==> src/rtl/muldiv_unit.sv <==
// muldiv_unit: iterative multiply/divide unit with HI/LO registers.
// Decodes R-type mult/multu/div/divu and mfhi/mflo/mthi/mtlo, stalls the
// requester while an iteration is in flight.
// Build option: define MULDIV_SIGNED_EN for two's-complement mult/div;
// without it, mult/div behave exactly like multu/divu.
module muldiv_unit #(
    parameter int WIDTH = 32
) (
    input  logic             clk,
    input  logic             rstn,
    input  logic             valid,
    input  logic [1:0]       alu_op,
    input  logic [5:0]       funct,
    input  logic [WIDTH-1:0] rs_data,
    input  logic [WIDTH-1:0] rt_data,
    output logic             stall,
    output logic             busy,
    output logic             done,
    output logic [WIDTH-1:0] hi,
    output logic [WIDTH-1:0] lo,
    output logic [WIDTH-1:0] result
);
    localparam int CW = $clog2(WIDTH);
    localparam logic [CW-1:0] LAST = CW'(WIDTH - 1);

    typedef enum logic [1:0] {S_IDLE, S_MUL, S_DIV, S_FIX} state_t;
    state_t state, state_nx;

    logic [CW-1:0]      count;
    logic [2*WIDTH-1:0] acc;      // mul: {partial hi, multiplier}; div: {remainder, dividend}
    logic [WIDTH-1:0]   opb;      // multiplicand / divisor magnitude
    logic               is_div, neg_q, neg_r;

    logic req_ok, is_mfhi, is_mthi, is_mflo, is_mtlo, is_mul, is_dv, recognised;
    logic               sign_a, sign_b;
    logic [WIDTH-1:0]   mag_a, mag_b;
    logic [WIDTH:0]     mul_sum, div_part, div_diff;
    logic [2*WIDTH-1:0] mul_next, div_next, fix_prod;
    logic [WIDTH-1:0]   fix_quo, fix_rem;

    assign req_ok     = valid && (alu_op == 2'b10);
    assign is_mfhi    = req_ok && (funct == 6'h10);
    assign is_mthi    = req_ok && (funct == 6'h11);
    assign is_mflo    = req_ok && (funct == 6'h12);
    assign is_mtlo    = req_ok && (funct == 6'h13);
    assign is_mul     = req_ok && ((funct == 6'h18) || (funct == 6'h19));
    assign is_dv      = req_ok && ((funct == 6'h1A) || (funct == 6'h1B));
    assign recognised = is_mfhi || is_mthi || is_mflo || is_mtlo || is_mul || is_dv;

    assign busy   = (state != S_IDLE);
    assign stall  = recognised && (state != S_IDLE);
    assign result = is_mfhi ? hi : (is_mflo ? lo : '0);

`ifdef MULDIV_SIGNED_EN
    // Signed ops latch operand magnitudes; the signs drive correction in FIX.
    always_comb begin
        sign_a = req_ok && ((funct == 6'h18) || (funct == 6'h1A)) && rs_data[WIDTH-1];
        sign_b = req_ok && ((funct == 6'h18) || (funct == 6'h1A)) && rt_data[WIDTH-1];
        mag_a  = sign_a ? -rs_data : rs_data;
        mag_b  = sign_b ? -rt_data : rt_data;
    end
`else
    // Unsigned-only build: operands pass straight through.
    always_comb begin
        sign_a = 1'b0;
        sign_b = 1'b0;
        mag_a  = rs_data;
        mag_b  = rt_data;
    end
`endif

    // One shift-add / restoring-divide step, plus the FIX sign correction.
    always_comb begin
        mul_sum  = {1'b0, acc[2*WIDTH-1:WIDTH]} + (acc[0] ? {1'b0, opb} : '0);
        mul_next = {mul_sum, acc[WIDTH-1:1]};
        div_part = {acc[2*WIDTH-1:WIDTH], acc[WIDTH-1]};
        div_diff = div_part - {1'b0, opb};
        div_next = (div_part >= {1'b0, opb}) ?
                   {div_diff[WIDTH-1:0], acc[WIDTH-2:0], 1'b1} :
                   {acc[2*WIDTH-2:0], 1'b0};
        fix_prod = neg_q ? -acc : acc;
        fix_quo  = neg_q ? -acc[WIDTH-1:0] : acc[WIDTH-1:0];
        fix_rem  = neg_r ? -acc[2*WIDTH-1:WIDTH] : acc[2*WIDTH-1:WIDTH];
    end

    // State register.
    always_ff @(posedge clk or negedge rstn) begin
        if (!rstn) state <= S_IDLE;
        else       state <= state_nx;
    end

    // Next-state: accept in IDLE, iterate WIDTH cycles, one FIX cycle.
    always_comb begin
        state_nx = state;
        case (state)
            S_IDLE: begin
                if (is_mul)     state_nx = S_MUL;
                else if (is_dv) state_nx = S_DIV;
            end
            S_MUL:   if (count == LAST) state_nx = S_FIX;
            S_DIV:   if (count == LAST) state_nx = S_FIX;
            S_FIX:   state_nx = S_IDLE;
            default: state_nx = S_IDLE;
        endcase
    end

    // Datapath, HI/LO and the registered done pulse.
    always_ff @(posedge clk or negedge rstn) begin
        if (!rstn) begin
            hi     <= '0;
            lo     <= '0;
            acc    <= '0;
            opb    <= '0;
            count  <= '0;
            is_div <= 1'b0;
            neg_q  <= 1'b0;
            neg_r  <= 1'b0;
            done   <= 1'b0;
        end else begin
            done <= (state == S_FIX);
            case (state)
                S_IDLE: begin
                    if (is_mul || is_dv) begin
                        acc    <= {{WIDTH{1'b0}}, mag_a};
                        opb    <= mag_b;
                        count  <= '0;
                        is_div <= is_dv;
                        // Divide by zero keeps the all-ones quotient unsigned.
                        neg_q  <= (sign_a ^ sign_b) && !(is_dv && (rt_data == '0));
                        neg_r  <= sign_a;
                    end
                    if (is_mthi) hi <= rs_data;
                    if (is_mtlo) lo <= rs_data;
                end
                S_MUL: begin
                    acc   <= mul_next;
                    count <= count + CW'(1);
                end
                S_DIV: begin
                    acc   <= div_next;
                    count <= count + CW'(1);
                end
                S_FIX: begin
                    if (is_div) begin
                        lo <= fix_quo;
                        hi <= fix_rem;
                    end else begin
                        hi <= fix_prod[2*WIDTH-1:WIDTH];
                        lo <= fix_prod[WIDTH-1:0];
                    end
                end
                default: ;
            endcase
        end
    end
endmodule

==> config.mk <==
export PLATFORM = sky130hd
export DESIGN_NAME = muldiv_unit
export DESIGN_NICKNAME = d
export VERILOG_FILES = /design/src/rtl/muldiv_unit.sv
export SDC_FILE = /design/constraint.sdc
export NUM_CORES = 1
export LEC_CHECK = 0
export BUFFER_PORTS_ARGS = -buffer_cell sky130_fd_sc_hd__buf_2
export CAP_MARGIN = 20
export CORE_MARGIN = 1
export CORE_UTILIZATION = 55
export DETAILED_ROUTE_END_ITERATION = 8
export HOLD_SLACK_MARGIN = 0.02
export PLACE_DENSITY = 0.82
export SLEW_MARGIN = 30
export SYNTH_ARGS = -nofsm -noshare
export SYNTH_HDL_FRONTEND = slang
export SYNTH_SLANG_ARGS = --single-unit
==> constraint.sdc <==
create_clock -name clk -period 7.9 [get_ports clk]
set_clock_uncertainty 0.05 [all_clocks]
set_input_delay 1.58 -clock clk [delete_from_list [all_inputs] [get_ports clk]]
set_output_delay 1.58 -clock clk [all_outputs]
set_load 0.05 [all_outputs]
# Word level (Yosys, flattened, before mapping)

Cells that the tools add are included.

Register bits after elaboration: 168
Latch bits: 0
RAM bits: 0
Bits in read-only memories: 0
Input port bits: 75
Output and inout bits: 99
Logic and storage cells: 73
Memories kept: 0

Add/subtract/negate cells: 3
Multiply operators: 0
Div/mod/pow operators: 0
Order comparisons: 1
Eq/ne operators: 18
Shifts and indexed selects: 0
Multiplexer cells: 16
Bitwise logic cells: 0
Reductions and logical operators: 28

Operators with widths:

| kind                                          | number |
|---|---|
| one-hot mux 64 bit (3 select lines)           | 1 |
| two-way mux 32 bit                            | 5 |
| two-way mux 64 bit                            | 2 |
| one-hot mux 32 bit (2 select lines)           | 2 |
| == test 6 x 5 -> 1 bit, second input constant | 8 |
| adder 32 x 32 -> 33 bit                       | 1 |
| >= comparator 33 x 32 -> 1 bit                | 1 |
| subtractor 32 bit                             | 1 |
| AND reduction 2 bit                           | 6 |
| one-hot mux 5 bit (2 select lines)            | 1 |
| logical AND 1 bit                             | 8 |
| logical OR 1 bit                              | 8 |
| == test 2 bit, second input constant          | 3 |
| two-way mux 2 bit                             | 3 |
| != test 2 bit, second input constant          | 3 |
| one-hot mux 2 bit (3 select lines)            | 1 |
| nonzero test 2 bit                            | 3 |
| adder 5 x 1 -> 5 bit, second input constant   | 1 |
| == test 5 bit, second input constant          | 1 |
| two-way mux 5 bit                             | 1 |
| != test 3 bit, second input constant          | 1 |
| nonzero test 3 bit                            | 1 |
| == test 2 x 1 -> 1 bit, second input constant | 1 |
| zero test 2 bit                               | 1 |
| other kinds (2)                               | 2 |

# Longest topological paths before layout

Word-level depth: 9
Gate-level depth with buffers: 13
Depth with buffers taken out: 12

# Worst setup path after synthesis

OpenSTA, ideal clock, no wires.

Kind: input port to output port
Start point: input port funct[2]
End point: output port result[10]
Arrival: 3303 ps
Required time: 6270 ps
Setup slack: 2967 ps
Stages on the path: 6
Path buffers: 2
Path through: nor4bb_1 -> nand3b_1 -> or3_1 -> clkbuf_1 -> clkbuf_1 -> nor2_1

Word-level cells in the longest chain between the ends: 4
Elaborated cells on any way between the ends: 6
Those cells by class: eq/ne: 2; mux: 2; reduce/logical: 2

RTL lines:

| element                | line | text |
|---|---|---|
| start: declaration     | 13   | `input logic [5:0] funct,` |
| == test 6 x 5 -> 1 bit | 44   | `assign is_mflo = req_ok && (funct == 6'h12);` |
| logical AND 1 bit      | 44   |  |
| two-way mux 32 bit     | 52   | `assign result = is_mfhi ? hi : (is_mflo ? lo : '0);` |
| two-way mux 32 bit (*) | 52   |  |
| end: declaration       | 21   | `output logic [WIDTH-1:0] result` |

Every way passes the cells marked *; elsewhere a longest branch is shown, timed or not.

# Final worst setup path

Start point: input port funct[5]
End point: output port result[14]

Same word-level chain as after synthesis.

==> results.cfg <==
[outcome]
status = finished clean

[synth]
seq_area_frac_synth = 0.352
ys_top_cells_by_area = dfrtp_1, a21oi_1, ha_1
synth_top_family_by_area = compound AO/OA/AOI/OAI gates
yosysWarnings = 0
async_flop_share = 1.00
synth_compound_area_frac = 0.270
synth_flop_cell = dfrtp_1
synth_most_common_cell = a21oi_1
synth.top_cell.area_share = 0.352
syn-num-nets = 1560
synthCells = 1413
synth-edff-count = 0
synth-simple-area-share = 0.157
synth_area_um2 = 12000
synth_xor_area_frac = 0.0417
ys_ff_latch = 168
syn_avg_cell_area_um2 = 8.46
synthAdderAreaFrac = 0.0766
yosysUniqueCellTypes = 66
synth_commonest_cells = a21oi_1, dfrtp_1, nor2_1
synth_top_cell_by_area = dfrtp_1
muxShareOfSynthArea = 0.0594

[grt]
grt.met2_usage = 0.500
first_global_vias = 10623
grt_pass1_wl_mm = 54.1
grt_usage = 0.308
grt_busiest_layer = met2
grt_use_met3 = 0.0540
grt_remaining_overflow = 0
antenna_found_initial = 0
grt_use_met1 = 0.414
grt_max_degree = 100

[min_path]
min_path_cells = 2
hp-class = reg -> reg
worstHoldEndpoint = lo[24]
min_from = lo[24]

[clock_tree]
cts.sinks = 168
ctsHoldBuffers = 0
cts_root_buf = clkbuf_16
cts_setup_buffers = 0
cts_buffers = 17
cts_buffer_depth = 2
cts.clk_slew.worst_paths_ps = 70
cts_tree = built
htreeDepth = 4
clk_latency_ps = 440
ctsResizeCount = 0

[setup_path]
crit_chain = buf_2 -> nor4bb_1 -> nand3b_1 -> or3_2 -> nor2_1 -> buf_2
reg2reg_slack_ps = 3650
rr_worst_depth = 11
critPathMaxStageDelay_ps = 740
path_common_cell = buf_2
worstReg2RegEnd = acc[62]
crit_path_end_kind = output pin
cp-startpoint = funct[5]
critPathLaunchType = input pin
required_ps = 6270
critPathKind = in -> out
r2r-start = acc[40]
critPathMaxFanout = 32
critPathSlowestCell = or3_2
critPathArrivalTime_ps = 3350

[placement]
hpwl_mm = 24.6
numPortBuffers = 173
gp_congestion = 0.909
post_dp_cell_area_um2 = 13000
place_inst = 1786
pre_cts_ws_ps = 2820

[pwr]
switchingPower_mw = 3.78
comb_power_share = 0.649
switching_share = 0.545
internal_power_mw = 3.16
seqPwrFrac = 0.230
p_per_area_nw_per_um2 = 509
clkPwrFrac = 0.121
p_leak_nw = 6.68
irDropWorstVdd_uv = 302

[timing]
min_period_ps = 4980
finalSetupTns_ps = 0
worstMarginPinSlew_ps = 978
final_hold_viol_count = 0
fmax_mhz = 201
fin_ws_ps = 2920
final_max_slew_viol_count = 0
rsz0062_at_grt = no
fin_crit_sh = 0.631
setup_viol = 0
slew-limit-headroom = 0.348

[die]
start_util = 0.565
die-height_um = 149
num_rows = 53
core_area_um2 = 21200
dieArea_um2 = 22300
io_pins = 174
die_w_um = 149

[detailed_routing]
first_iter_violations = 1030
drc = 0
vias = 11390
wirelength_mm = 34.1
drt.antenna.violating_nets = 0
drt_pass1_iterations = 6
wl_per_cell_um = 18.7
vias_per_cell = 6.26

[cells_and_area]
fillers = 1758
syn2layout_area_growth_pct = 13.8
final_area_um2 = 13600
insertedDiodeCount = 0
drive_gt1_frac = 0.176
layout.nets = 1678
layout.cells.non_filler = 1819

[run]
maxCapViolCount = 0
## logic make-up after synthesis
kind of cell | after synthesis
xor+xnor | 57
mux | 67
buf+inv | 139
fa+ha+maj | 72
compound gates | 511
simple gates | 399
flops | 168
## cells in the final DEF (no fill, tap or decap), types with 27 or more instances in the layout
master   count
xnor2_1     30
a21oi_1    180
o31ai_1     27
inv_1       50
dfrtp_1    168
and2_1      37
mux2i_1     35
nor2b_1     36
xor2_1      27
o21ai_0    110
mux2_2      32
nand2_1    115
buf_2      171
nor2_1     129
a21o_1      43
ha_1        69
## layout make-up
| cell class | count | area [um2] | share of cell area |
|---|---|---|---|
| Clock buffer | 19 | 453 | 0.0333 |
| Clock inverter | 13 | 134 | 0.00983 |
| Inverter | 51 | 191 | 0.0141 |
| Multi-Input combinational cell | 1106 | 7290 | 0.535 |
| Sequential cell | 168 | 4200 | 0.309 |
| Tap cell | 275 | 344 | 0.0253 |
| Timing Repair Buffer | 187 | 1000 | 0.0734 |
## worst max-delay path: cells and delay by family
family / cells / cell delay, ps
buf+inv: 2 / 390
simple gates: 4 / 1370
## per-stage QoR
stage	utilization	hold slack (ps)	power, mW
floorplan	-	423	4.96
global placement	0.614	429	5.88
detailed placement	0.614	439	6.00
CTS	0.642	456	6.87
global route	0.644	484	7.41
finish	0.644	451	6.93
## state kept, by name, summed over array words and instances, names as in the netlist
name and flops:
acc 64, hi 32, lo 32, opb 32, count 5, state 2, done 1
## worst max path at each step
stage                 end  slack (ps)  cells past startpoint
2_1_floorplan  result[10]        2970                      6
6_report       result[14]        2920                      6
3_3_place_gp   result[19]        2900                      6
5_1_grt        result[28]        2820                      6
4_1_cts        result[26]        2820                      6
3_5_place_dp   result[26]        2820                      6
## power groups by stage
stage	sequential, mW	combinational, mW	clock (mW)
6_report	1.60	4.50	0.840
5_1_grt	1.63	4.90	0.881
4_1_cts	1.58	4.44	0.842
3_5_place_dp	1.60	4.41	0
3_3_place_gp	1.58	4.30	0
2_1_floorplan	2.05	2.91	0
## layer usage
metal | vias to the layer above | routed length, um
met3 | 63 | 3150
met5 | - | 0
met1 | 5384 | 14300
met4 | 0 | 673
met2 | 578 | 16000
li1 | 5365 | -
Note: power is estimated with default switching activity, not from simulation.
